<file path="src/rtl/vga_scene_renderer_if.sv">
// Scene bus between the game logic and the VGA renderer: object positions,
// per-pipe enables and the lose flag.
interface vga_scene_renderer_if #(
    parameter int NUM_PIPES = 4,
    parameter int COORD_W   = 10
) ();
    logic [NUM_PIPES*COORD_W-1:0] pipe_x;
    logic [NUM_PIPES*COORD_W-1:0] pipe_y;
    logic [NUM_PIPES-1:0]         pipe_en;
    logic [COORD_W-1:0]           bird_x;
    logic [COORD_W-1:0]           bird_y;
    logic                         lose;

    // Game logic publishes the scene
    modport master (
        output pipe_x, pipe_y, pipe_en, bird_x, bird_y, lose
    );

    // Renderer consumes the scene
    modport slave (
        input pipe_x, pipe_y, pipe_en, bird_x, bird_y, lose
    );
endinterface

</file>
<file path="src/rtl/vga_scene_renderer.sv">
// VGA timing generator and scene compositor for the Flappy display path.
// Produces sync and 1-bit RGB for a bird box, gapped pipes and a sky
// background; scene positions are captured once per frame at the start of
// vertical blanking so the picture never tears.
module vga_scene_renderer #(
    parameter int CLK_DIV    = 2,
    parameter int H_ACTIVE   = 640,
    parameter int H_FP       = 16,
    parameter int H_SYNC     = 96,
    parameter int H_BP       = 48,
    parameter int V_ACTIVE   = 480,
    parameter int V_FP       = 10,
    parameter int V_SYNC     = 2,
    parameter int V_BP       = 33,
    parameter int NUM_PIPES  = 4,
    parameter int COORD_W    = 10,
    parameter int PIPE_W     = 80,
    parameter int GAP_H      = 100,
    parameter int BIRD_HALF  = 8,
    parameter int FLASH_LOG2 = 4
) (
    input  logic               board_clk,
    input  logic               Reset,
    vga_scene_renderer_if.slave scene,
    output logic               vga_h_sync,
    output logic               vga_v_sync,
    output logic               vga_r,
    output logic               vga_g,
    output logic               vga_b,
    output logic               in_display,
    output logic [COORD_W-1:0] counter_x,
    output logic [COORD_W-1:0] counter_y,
    output logic               frame_pulse
);
    localparam int H_TOTAL = H_ACTIVE + H_FP + H_SYNC + H_BP;
    localparam int V_TOTAL = V_ACTIVE + V_FP + V_SYNC + V_BP;
    localparam int DIV_W   = (CLK_DIV > 1) ? $clog2(CLK_DIV) : 1;
    localparam int SW      = COORD_W + 2;
    localparam int FW      = FLASH_LOG2 + 1;

    localparam logic signed [SW-1:0] BIRD_S   = SW'(BIRD_HALF);
    localparam logic signed [SW-1:0] PIPE_M1  = SW'(PIPE_W - 1);
    localparam logic signed [SW-1:0] GAP_S    = SW'(GAP_H);

    logic [DIV_W-1:0]             div_q, div_d;
    logic                         tick;
    logic [COORD_W-1:0]           x_q, x_d, y_q, y_d;
    logic                         x_last, y_last, load;

    logic [NUM_PIPES*COORD_W-1:0] pipe_x_q, pipe_y_q;
    logic [NUM_PIPES-1:0]         pipe_en_q;
    logic [COORD_W-1:0]           bird_x_q, bird_y_q;
    logic [FW-1:0]                frame_cnt_q;
    logic                         frame_pulse_q;

    logic signed [SW-1:0]         xs, ys, dx, dy, pxs, pys;
    logic                         bird_hit, pipe_hit, active, h_act, v_act, flash;
    logic [2:0]                   colour_d;

    logic                         h_sync_q, v_sync_q, disp_q;
    logic [2:0]                   colour_q;

    // Pixel-tick divider and raster counter next-state; the shadow load fires
    // on the tick that moves the raster to the first blanked line.
    always_comb begin
        tick   = (div_q == DIV_W'(CLK_DIV - 1));
        div_d  = tick ? '0 : div_q + 1'b1;
        x_last = (x_q == COORD_W'(H_TOTAL - 1));
        y_last = (y_q == COORD_W'(V_TOTAL - 1));
        x_d    = x_last ? '0 : x_q + 1'b1;
        y_d    = y_q;
        if (x_last) begin
            y_d = y_last ? '0 : y_q + 1'b1;
        end
        load   = tick && x_last && (y_q == COORD_W'(V_ACTIVE - 1));
    end

    // Hit tests and colour selection for the pixel currently addressed; the
    // two extra signed bits keep pipe and bird edges from wrapping around.
    always_comb begin
        xs       = $signed({2'b00, x_q});
        ys       = $signed({2'b00, y_q});
        dx       = xs - $signed({2'b00, bird_x_q});
        dy       = ys - $signed({2'b00, bird_y_q});
        bird_hit = (dx >= -BIRD_S) && (dx <= BIRD_S) &&
                   (dy >= -BIRD_S) && (dy <= BIRD_S);
        pipe_hit = 1'b0;
        pxs      = '0;
        pys      = '0;
        for (int i = 0; i < NUM_PIPES; i++) begin
            pxs = $signed({2'b00, pipe_x_q[i*COORD_W +: COORD_W]});
            pys = $signed({2'b00, pipe_y_q[i*COORD_W +: COORD_W]});
            if (pipe_en_q[i] && (xs >= pxs) && (xs <= pxs + PIPE_M1) &&
                ((ys < pys) || (ys >= pys + GAP_S))) begin
                pipe_hit = 1'b1;
            end
        end
        active = (x_q < COORD_W'(H_ACTIVE)) && (y_q < COORD_W'(V_ACTIVE));
        h_act  = (x_q >= COORD_W'(H_ACTIVE + H_FP)) &&
                 (x_q <  COORD_W'(H_ACTIVE + H_FP + H_SYNC));
        v_act  = (y_q >= COORD_W'(V_ACTIVE + V_FP)) &&
                 (y_q <  COORD_W'(V_ACTIVE + V_FP + V_SYNC));
        flash  = scene.lose && frame_cnt_q[FLASH_LOG2];
        if (!active) begin
            colour_d = 3'b000;
        end else if (bird_hit) begin
            colour_d = 3'b100;
        end else if (pipe_hit) begin
            colour_d = 3'b010;
        end else if (flash) begin
            colour_d = 3'b111;
        end else begin
            colour_d = 3'b001;
        end
    end

    // Divider and raster position registers
    always_ff @(posedge board_clk or posedge Reset) begin
        if (Reset) begin
            div_q <= '0;
            x_q   <= '0;
            y_q   <= '0;
        end else begin
            div_q <= div_d;
            if (tick) begin
                x_q <= x_d;
                y_q <= y_d;
            end
        end
    end

    // Per-frame scene snapshot, frame counter and the one-cycle load strobe
    always_ff @(posedge board_clk or posedge Reset) begin
        if (Reset) begin
            pipe_x_q      <= '0;
            pipe_y_q      <= '0;
            pipe_en_q     <= '0;
            bird_x_q      <= '0;
            bird_y_q      <= '0;
            frame_cnt_q   <= '0;
            frame_pulse_q <= 1'b0;
        end else begin
            frame_pulse_q <= load;
            if (load) begin
                pipe_x_q    <= scene.pipe_x;
                pipe_y_q    <= scene.pipe_y;
                pipe_en_q   <= scene.pipe_en;
                bird_x_q    <= scene.bird_x;
                bird_y_q    <= scene.bird_y;
                frame_cnt_q <= frame_cnt_q + 1'b1;
            end
        end
    end

    // Sync, colour and active flag registered together so they stay aligned
    always_ff @(posedge board_clk or posedge Reset) begin
        if (Reset) begin
            h_sync_q <= 1'b1;
            v_sync_q <= 1'b1;
            disp_q   <= 1'b0;
            colour_q <= 3'b000;
        end else if (tick) begin
            h_sync_q <= ~h_act;
            v_sync_q <= ~v_act;
            disp_q   <= active;
            colour_q <= colour_d;
        end
    end

    assign vga_h_sync  = h_sync_q;
    assign vga_v_sync  = v_sync_q;
    assign vga_r       = colour_q[2];
    assign vga_g       = colour_q[1];
    assign vga_b       = colour_q[0];
    assign in_display  = disp_q;
    assign counter_x   = x_q;
    assign counter_y   = y_q;
    assign frame_pulse = frame_pulse_q;
endmodule

</file>
<file path="src/flat_wrapper.sv">
// flat-port wrapper written by rule: the top's interface ports become plain ports
module vga_scene_renderer_flat 
#(
    parameter int CLK_DIV    = 2,
    parameter int H_ACTIVE   = 640,
    parameter int H_FP       = 16,
    parameter int H_SYNC     = 96,
    parameter int H_BP       = 48,
    parameter int V_ACTIVE   = 480,
    parameter int V_FP       = 10,
    parameter int V_SYNC     = 2,
    parameter int V_BP       = 33,
    parameter int NUM_PIPES  = 4,
    parameter int COORD_W    = 10,
    parameter int PIPE_W     = 80,
    parameter int GAP_H      = 100,
    parameter int BIRD_HALF  = 8,
    parameter int FLASH_LOG2 = 4
)
  (board_clk, Reset, vga_h_sync, vga_v_sync, vga_r, vga_g, vga_b, in_display, counter_x, counter_y, frame_pulse, scene_pipe_x, scene_pipe_y, scene_pipe_en, scene_bird_x, scene_bird_y, scene_lose);
  vga_scene_renderer_if #(.NUM_PIPES(NUM_PIPES), .COORD_W(COORD_W)) scene_i ();
  input  logic board_clk;
  input  logic Reset;
  output logic vga_h_sync;
  output logic vga_v_sync;
  output logic vga_r;
  output logic vga_g;
  output logic vga_b;
  output logic in_display;
  output logic [COORD_W-1:0] counter_x;
  output logic [COORD_W-1:0] counter_y;
  output logic frame_pulse;
  input wire logic [$bits(scene_i.pipe_x)-1:0] scene_pipe_x;
  input wire logic [$bits(scene_i.pipe_y)-1:0] scene_pipe_y;
  input wire logic [$bits(scene_i.pipe_en)-1:0] scene_pipe_en;
  input wire logic [$bits(scene_i.bird_x)-1:0] scene_bird_x;
  input wire logic [$bits(scene_i.bird_y)-1:0] scene_bird_y;
  input wire logic [$bits(scene_i.lose)-1:0] scene_lose;
  assign scene_i.pipe_x = scene_pipe_x;
  assign scene_i.pipe_y = scene_pipe_y;
  assign scene_i.pipe_en = scene_pipe_en;
  assign scene_i.bird_x = scene_bird_x;
  assign scene_i.bird_y = scene_bird_y;
  assign scene_i.lose = scene_lose;
  vga_scene_renderer #(.CLK_DIV(CLK_DIV), .H_ACTIVE(H_ACTIVE), .H_FP(H_FP), .H_SYNC(H_SYNC), .H_BP(H_BP), .V_ACTIVE(V_ACTIVE), .V_FP(V_FP), .V_SYNC(V_SYNC), .V_BP(V_BP), .NUM_PIPES(NUM_PIPES), .COORD_W(COORD_W), .PIPE_W(PIPE_W), .GAP_H(GAP_H), .BIRD_HALF(BIRD_HALF), .FLASH_LOG2(FLASH_LOG2)) u_core (.board_clk(board_clk), .Reset(Reset), .scene(scene_i), .vga_h_sync(vga_h_sync), .vga_v_sync(vga_v_sync), .vga_r(vga_r), .vga_g(vga_g), .vga_b(vga_b), .in_display(in_display), .counter_x(counter_x), .counter_y(counter_y), .frame_pulse(frame_pulse));
endmodule
</file>
<file path="config.mk">
export PLATFORM = sky130hd
export DESIGN_NAME = vga_scene_renderer_flat
export DESIGN_NICKNAME = d
export VERILOG_FILES = /design/src/rtl/vga_scene_renderer_if.sv /design/src/rtl/vga_scene_renderer.sv /design/src/flat_wrapper.sv
export SDC_FILE = /design/constraint.sdc
export NUM_CORES = 1
export LEC_CHECK = 0
export ABC_AREA = 1
export CAP_MARGIN = 20
export CORE_MARGIN = 3
export CORE_UTILIZATION = 53
export DETAILED_ROUTE_END_ITERATION = 12
export HOLD_SLACK_MARGIN = 0.08
export PLACE_DENSITY = 0.76
export SLEW_MARGIN = 20
export SYNTH_ARGS = -nofsm -noshare
export SYNTH_HDL_FRONTEND = slang
export SYNTH_SLANG_ARGS = --single-unit
</file>
<file path="constraint.sdc">
create_clock -name board_clk -period 9.72 [get_ports board_clk]
set_input_delay 1.458 -clock board_clk [delete_from_list [all_inputs] [get_ports board_clk]]
set_output_delay 1.458 -clock board_clk [all_outputs]
set_load 0.05 [all_outputs]
</file>
# After elaboration in Yosys (flattened, before gate mapping)

Cells that the tools add are included.

Input bits: 107
Bits in registers: 137
Word-level logic and storage cells: 96

Reductions and logical operators: 26
Multiplexer cells: 11
Equality and inequality tests: 3
$add $sub $neg: 14
Bitwise operators: 2
Magnitude comparators: 26

Operator list:

| kind                                                                                 | count |
|---|---|
| 10-bit by 7-bit adder with 11-bit output, second input constant                      | 8 |
| 11-bit by 12-bit greater-or-equal comparator with 1-bit output                       | 4 |
| 11-bit by 12-bit <= comparator with 1-bit output                                     | 4 |
| 10-bit greater-or-equal comparator                                                   | 4 |
| 10-bit less-than comparator                                                          | 4 |
| 12-bit by 4-bit greater-or-equal comparator with 1-bit output, second input constant | 2 |
| 12-bit by 5-bit <= comparator with 1-bit output, second input constant               | 2 |
| 10-bit by 10-bit subtractor with 11-bit output                                       | 2 |
| 1-bit logical AND                                                                    | 21 |
| 10-bit by 1-bit adder with 10-bit output, second input constant                      | 2 |
| 10-bit equality test, second input constant                                          | 2 |
| 10-bit less-than comparator, second input constant                                   | 2 |
| 10-bit by 9-bit less-than comparator with 1-bit output, second input constant        | 2 |
| 10-bit two-way mux                                                                   | 2 |
| 3-bit two-way mux                                                                    | 4 |
| 10-bit by 9-bit equality test with 1-bit output, second input constant               | 1 |
| 10-bit greater-or-equal comparator, second input constant                            | 1 |
| 10-bit by 9-bit greater-or-equal comparator with 1-bit output, second input constant | 1 |
| 5-bit by 1-bit adder with 5-bit output, second input constant                        | 1 |
| 1-bit two-way mux                                                                    | 5 |
| 1-bit logical OR                                                                     | 4 |
| 1-bit NOT                                                                            | 2 |
| 2-bit AND reduction                                                                  | 1 |
| 1-bit adder, second input constant                                                   | 1 |

# Longest topological paths before layout

Depth in word-level cells: 11
Gate-level depth with buffers: 21

# Worst setup path before layout

No wires, ideal clock.

Path kind: register -> register
From: register u_core.x_q[1] (netlist: u_core.counter_x[1])
To: register u_core.bird_x_q[4]
Arrival: 2559 ps
Stages on the path, launching flop included: 14
Setup slack: 7087 ps
Setup time: 74 ps
Required time: 9646 ps
Path through: dfrtp_1 ha_1 inv_1 nor4_4 inv_2 nor3_2 nand2_1 nor2_2 nand3_2 clkinv_2 buf_12 buf_8 nand2_2 o21ai_2

Longest elaborated chain between the ends: 3

Ends and longest elaborated chain:

| what                           | RTL line                  | source |
|---|---|---|
| start, declared                | vga_scene_renderer.sv:47  | `logic [COORD_W-1:0] x_q, x_d, y_q, y_d;` |
| start signal, assigned         | vga_scene_renderer.sv:121 | `x_q <= '0;` |
| start signal, assigned         | vga_scene_renderer.sv:126 | `x_q <= x_d;` |
| 10-bit equality test           | vga_scene_renderer.sv:68  | `x_last = (x_q == COORD_W'(H_TOTAL - 1));` |
| 1-bit logical AND (2 in a row) | vga_scene_renderer.sv:75  | `load = tick && x_last && (y_q == COORD_W'(V_ACTIVE - 1));` |
| end signal, assigned           | vga_scene_renderer.sv:148 | `bird_x_q <= scene.bird_x;` |
| end, declared                  | vga_scene_renderer.sv:52  | `logic [COORD_W-1:0] bird_x_q, bird_y_q;` |

Every way passes these cells.
A chain may end at the register's enable or synchronous reset.

# Final worst setup path

From: register u_core.x_q[1] (netlist: u_core.counter_x[1])
To: register u_core.bird_y_q[0]

Longest elaborated chain between the ends: 3

Ends and longest elaborated chain:

| what                           | RTL line                  | source |
|---|---|---|
| 10-bit equality test           | vga_scene_renderer.sv:68  |  |
| 1-bit logical AND (2 in a row) | vga_scene_renderer.sv:75  |  |
| end signal, assigned           | vga_scene_renderer.sv:149 | `bird_y_q <= scene.bird_y;` |
| end, declared                  | vga_scene_renderer.sv:52  |  |

Every way passes these cells.

==> results.txt <==
The flow ran to the end, and the final reports show no timing, DRC or antenna violations. The placed instance count came out at 2006. IR analysis of the VDD net gives a maximum drop of 0.000109 V. The kind of cell with the highest combined delay along the critical path is buffers and inverters.

TritonCTS built the clock tree. The slew at the pin closest to its max-slew limit is 960 ps. The CTS clock-pin slew for the worst setup and hold paths is 60 ps. The share of the cycle needed by the critical path after routing is 45.6%. The setup slack of the worst register-to-register path came out at 5290 ps. The worst hold path begins at u_core.pipe_en_q[0]$_DFFE_PP0P_. The overall overflow remaining after global route is 0.

Sequential cells burn 42.7% of the power. Setup repair after global routing left no endpoint under its margin. In this design, the critical path's most frequently occurring cell is sky130_fd_sc_hd__nand2_1. Across all hold checks on the routed design, the worst slack comes to 479 ps. The top-area cell type share of the netlist area came out at 27.4%. The number of hold buffers added after CTS is 0.

The number of maximum-capacitance constraint violations came out at 0. The endpoint of the worst-slack reg-to-reg timing path is u_core.bird_y_q[0]$_DFFE_PP0P_. The maximum buffer depth of the clock tree is 2. In this run the worst path has a maximum fanout of 146. The clock drives 137 sinks. In the synthesized netlist, the number of instances is 1569.

The endpoint of the worst hold-timing path is u_core.pipe_en_q[0]$_DFFE_PP0P_. Global routing consumed, over all layers together, 24.4% of the routing resources. The horizontal extent of the die is 158 um. STA classifies the critical path startpoint as a register.

The synthesized design spends more area on one cell type than any other, namely sky130_fd_sc_hd__dfrtp_1. From bottom edge to top edge, the die measures 158 um. The first-pass GRT wire length came out at 49.4 mm. Together, buffers and inverters on the worst path number 4. The synthesis-stage register bit count is 137.

The remaining routing DRC violations came out at 0. The worst hold path was traced through 2 stages. For this design the ratio of total power to cell area is 92.4 mW/mm^2. The area growth from synthesis to final layout came out at 17.3%.

The power share of the clock group is 52.7%. The most used flip-flop cell after synthesis is sky130_fd_sc_hd__dfrtp_1. The cell area that synthesis handed to floorplanning was 0.0123 sq mm.

The number of placement rows is 55. Routability-driven placement finished with a final weighted congestion of 0.879. The pin count of the biggest net entering global routing came out at 147. The worst endpoint required time came out at 10080 ps. During I/O placement, the number of pins put on the boundary was 134.

By area the synthesized netlist is led by sky130_fd_sc_hd__dfrtp_1, sky130_fd_sc_hd__ha_1, sky130_fd_sc_hd__nand2_1. The post-layout net count is 2006. The CTS buffer count is 17. The number of slew-limit violations in the final report came out at 0. The worst register-to-register path begins at u_core.counter_x[1]$_DFFE_PP0P_. The effective utilization at floorplan is 54.1%. The internal portion of the total power is 0.00104 W. STA classifies the critical path endpoint as a register. The number of hold violations in the final report came to 0. The count of synthesis-stage warnings from yosys came out at 0. The fraction of power spent switching nets came out at 22.0%. The detail route stage leaves a number of antenna-violating nets equal to 0. The number of levels in the clock H-tree is 4. The final layout contains routed wiring with a total length of 30.4 mm. The share of final-layout standard cells stronger than drive strength 1 came out at 14.6%. The accumulated negative setup slack is 0 ps.

The share of synthesized area occupied by flip-flops and latches is 27.8%. The worst path in the final design needs a cycle of 4430 ps, including I/O delays and setup. The number of unique standard cell types used by synthesis came out at 42. The cell at the root of the clock tree is sky130_fd_sc_hd__clkbuf_16. The highest clock frequency the design can meet is 226 MHz. Post-CTS repair changed the size of 0 cells. The worst clock skew came out at 12.9 ps. Leaving out fill and tap cells, the most frequent cell in the layout is sky130_fd_sc_hd__nand2_1. The detailed-route via count came out at 10700. The HPWL reported at the end of detailed placement came out at 22.4 mm. The share of async-settable or async-resettable flops after synthesis came out at 100%.

The reported net switching power came out at 0.000294 W. The critical path is of the reg -> reg type. The post-detailed-route via-to-cell ratio came out at 5.27. A synthesized cell averages 7.85 sq um. The number of flops mapped to enable cells by yosys came out at 0. The final instance count without filler cells is 2038.

The worst path arrival time came out at 4790 ps. The signal on the critical path passes through ha_1 -> inv_1 -> nor4_4 -> inv_2 -> nor3_2 -> nand2_1 -> nor2_2 -> nand3_2 -> clkinv_8 -> buf_4 -> nand2_1 -> nand2_1. The count of inserted antenna diode cells is 0. The first detailed-routing pass took 5 iterations. The first-iteration detailed-routing DRC count is 581. The proportion of power drawn by combinational gates came out at 4.6%. The longest individual stage delay on the worst path came out at 760 ps.

The total core area is 0.0228 sq mm. The leakage power is 7.43 nW. The final count of negative-setup-slack endpoints came out at 0. The tightest slew margin relative to the limit is 36.0%.

The via count of the first global-routing pass is 10500. The number of post-CTS setup repair buffers came out at 0. The depth of the most critical reg-to-reg path is 12. The initial antenna violation count came out at 0.

The detail-routed net length per standard cell is 14.9 um. The total nets after synthesis is 1863. The largest individual stage delay along the critical path comes from the cell sky130_fd_sc_hd__buf_4. The area of the die came out at 0.0251 sq mm. The clock latency on the worst-skew pair came out at 430 ps.

In the layout the commonest cells are sky130_fd_sc_hd__nand2_1, sky130_fd_sc_hd__inv_1, sky130_fd_sc_hd__ha_1, sky130_fd_sc_hd__dfrtp_1, sky130_fd_sc_hd__clkdlybuf4s50_1. The port buffer count is 133. The tightest min-delay check is of the reg -> reg type.
==> cell families (layout without fill, tap and decap cells) <==
kind of cell / Yosys count / in the layout / share of synthesized area, %
AO/OA/AOI/OAI: 240 / 240 / 13.1
XOR/XNOR: 68 / 68 / 4.83
adder cells (fa/ha/maj): 187 / 187 / 19.1
buffers and inverters: 249 / 405 / 9.70
flip-flops: 137 / 137 / 27.8
AND/OR/NAND/NOR: 688 / 688 / 25.4
==> worst max path at each step <==
stage,from,to,slack (ps),depth (start not counted)
after CTS,u_core.counter_x[1]$_DFFE_PP0P_,u_core.bird_y_q[0]$_DFFE_PP0P_,5390,12
after global routing,u_core.counter_x[1]$_DFFE_PP0P_,u_core.bird_y_q[0]$_DFFE_PP0P_,5010,12
after global placement,u_core.counter_x[1]$_DFFE_PP0P_,u_core.bird_y_q[0]$_DFFE_PP0P_,5650,12
after detailed placement,u_core.counter_x[1]$_DFFE_PP0P_,u_core.bird_y_q[0]$_DFFE_PP0P_,5450,12
final,u_core.counter_x[1]$_DFFE_PP0P_,u_core.bird_y_q[0]$_DFFE_PP0P_,5290,12
after floorplan,Reset,u_core.bird_x_q[0]$_DFFE_PP0P_,4600,1
==> stage by stage <==
| step | setup slack [ps] | power (W) | utilization, % | instance area, sq um |
|---|---|---|---|---|
| after floorplan | 4600 | 0.000589 | - | 12300 |
| after global placement | 5650 | 0.000643 | 60.7 | 13800 |
| after detailed placement | 5450 | 0.000642 | 60.7 | 13800 |
| after CTS | 5390 | 0.00134 | 63.4 | 14500 |
| after global routing | 5010 | 0.00137 | 63.4 | 14500 |
| final | 5290 | 0.00133 | 63.4 | 14500 |
==> tightest hold or removal path: cells and delay by family (launching register included) <==
kind / cells / cell delay [ps]
and+or+nand+nor: 2 / 110
DFF: 1 / 340
==> power groups by stage <==
stage,registers (W),logic (W),clock network (W)
CTS,0.000570,0.0000623,0.000708
global placement,0.000581,0.0000625,0
detailed placement,0.000581,0.0000617,0
floorplan,0.000581,0.00000827,0
global route,0.000570,0.0000654,0.000735
finish,0.000570,0.0000613,0.000703
==> final cells by class <==
cell class | instances | area [sq um]
tap | 313 | 392
timing repair buffer | 148 | 1440
clock buffer | 19 | 433
inverter | 225 | 862
fill | 1968 | 8330
multi-input combinational | 1183 | 7700
clock inverter | 13 | 191
sequential | 137 | 3430
==> state kept, by name, indices dropped and copies added, names as in the netlist <==
signal and count:
u_core.pipe_x_q 40, u_core.counter_x 10, u_core.bird_x_q 10, u_core.counter_y 10, u_core.in_display 1, u_core.vga_v_sync 1
u_core.frame_pulse 1, u_core.colour_q 3, u_core.pipe_y_q 40, u_core.pipe_en_q 4, u_core.div_q 1, u_core.vga_h_sync 1
u_core.frame_cnt_q 5, u_core.bird_y_q 10
==> Yosys cell counts, types with 2 or more instances <==
library cell / instances
sky130_fd_sc_hd__o21a_1: 8
sky130_fd_sc_hd__nand2_2: 95
sky130_fd_sc_hd__nor2_1: 110
sky130_fd_sc_hd__nor3_1: 22
sky130_fd_sc_hd__dfrtp_1: 135
sky130_fd_sc_hd__a21oi_1: 87
sky130_fd_sc_hd__nor4_1: 4
sky130_fd_sc_hd__or2_1: 2
sky130_fd_sc_hd__o211ai_1: 2
sky130_fd_sc_hd__inv_2: 8
sky130_fd_sc_hd__o21ai_0: 32
sky130_fd_sc_hd__nand3_2: 2
sky130_fd_sc_hd__fa_1: 2
sky130_fd_sc_hd__a21o_1: 5
sky130_fd_sc_hd__nand2_1: 322
sky130_fd_sc_hd__nor2_2: 2
sky130_fd_sc_hd__nand3_1: 82
sky130_fd_sc_hd__ha_1: 185
sky130_fd_sc_hd__o21bai_1: 7
sky130_fd_sc_hd__nand3b_1: 7
sky130_fd_sc_hd__dfstp_2: 2
sky130_fd_sc_hd__nand4_1: 35
sky130_fd_sc_hd__buf_6: 10
sky130_fd_sc_hd__buf_8: 3
sky130_fd_sc_hd__buf_12: 9
sky130_fd_sc_hd__inv_1: 216
sky130_fd_sc_hd__o21ai_2: 94
sky130_fd_sc_hd__xnor2_1: 16
sky130_fd_sc_hd__xor2_1: 52
==> routing by layer <==
layer | share of wire [%] | GRT usage [%] | up-vias
li1 | - | - | 5421
met1 | 45 | 31.7 | 4972
met2 | 47 | 42.0 | 304
met3 | 5.6 | 3.89 | 44
met4 | 1.8 | 7.09 | 0
met5 | 0 | 0 | -
Power figures use the tool's default switching activity.
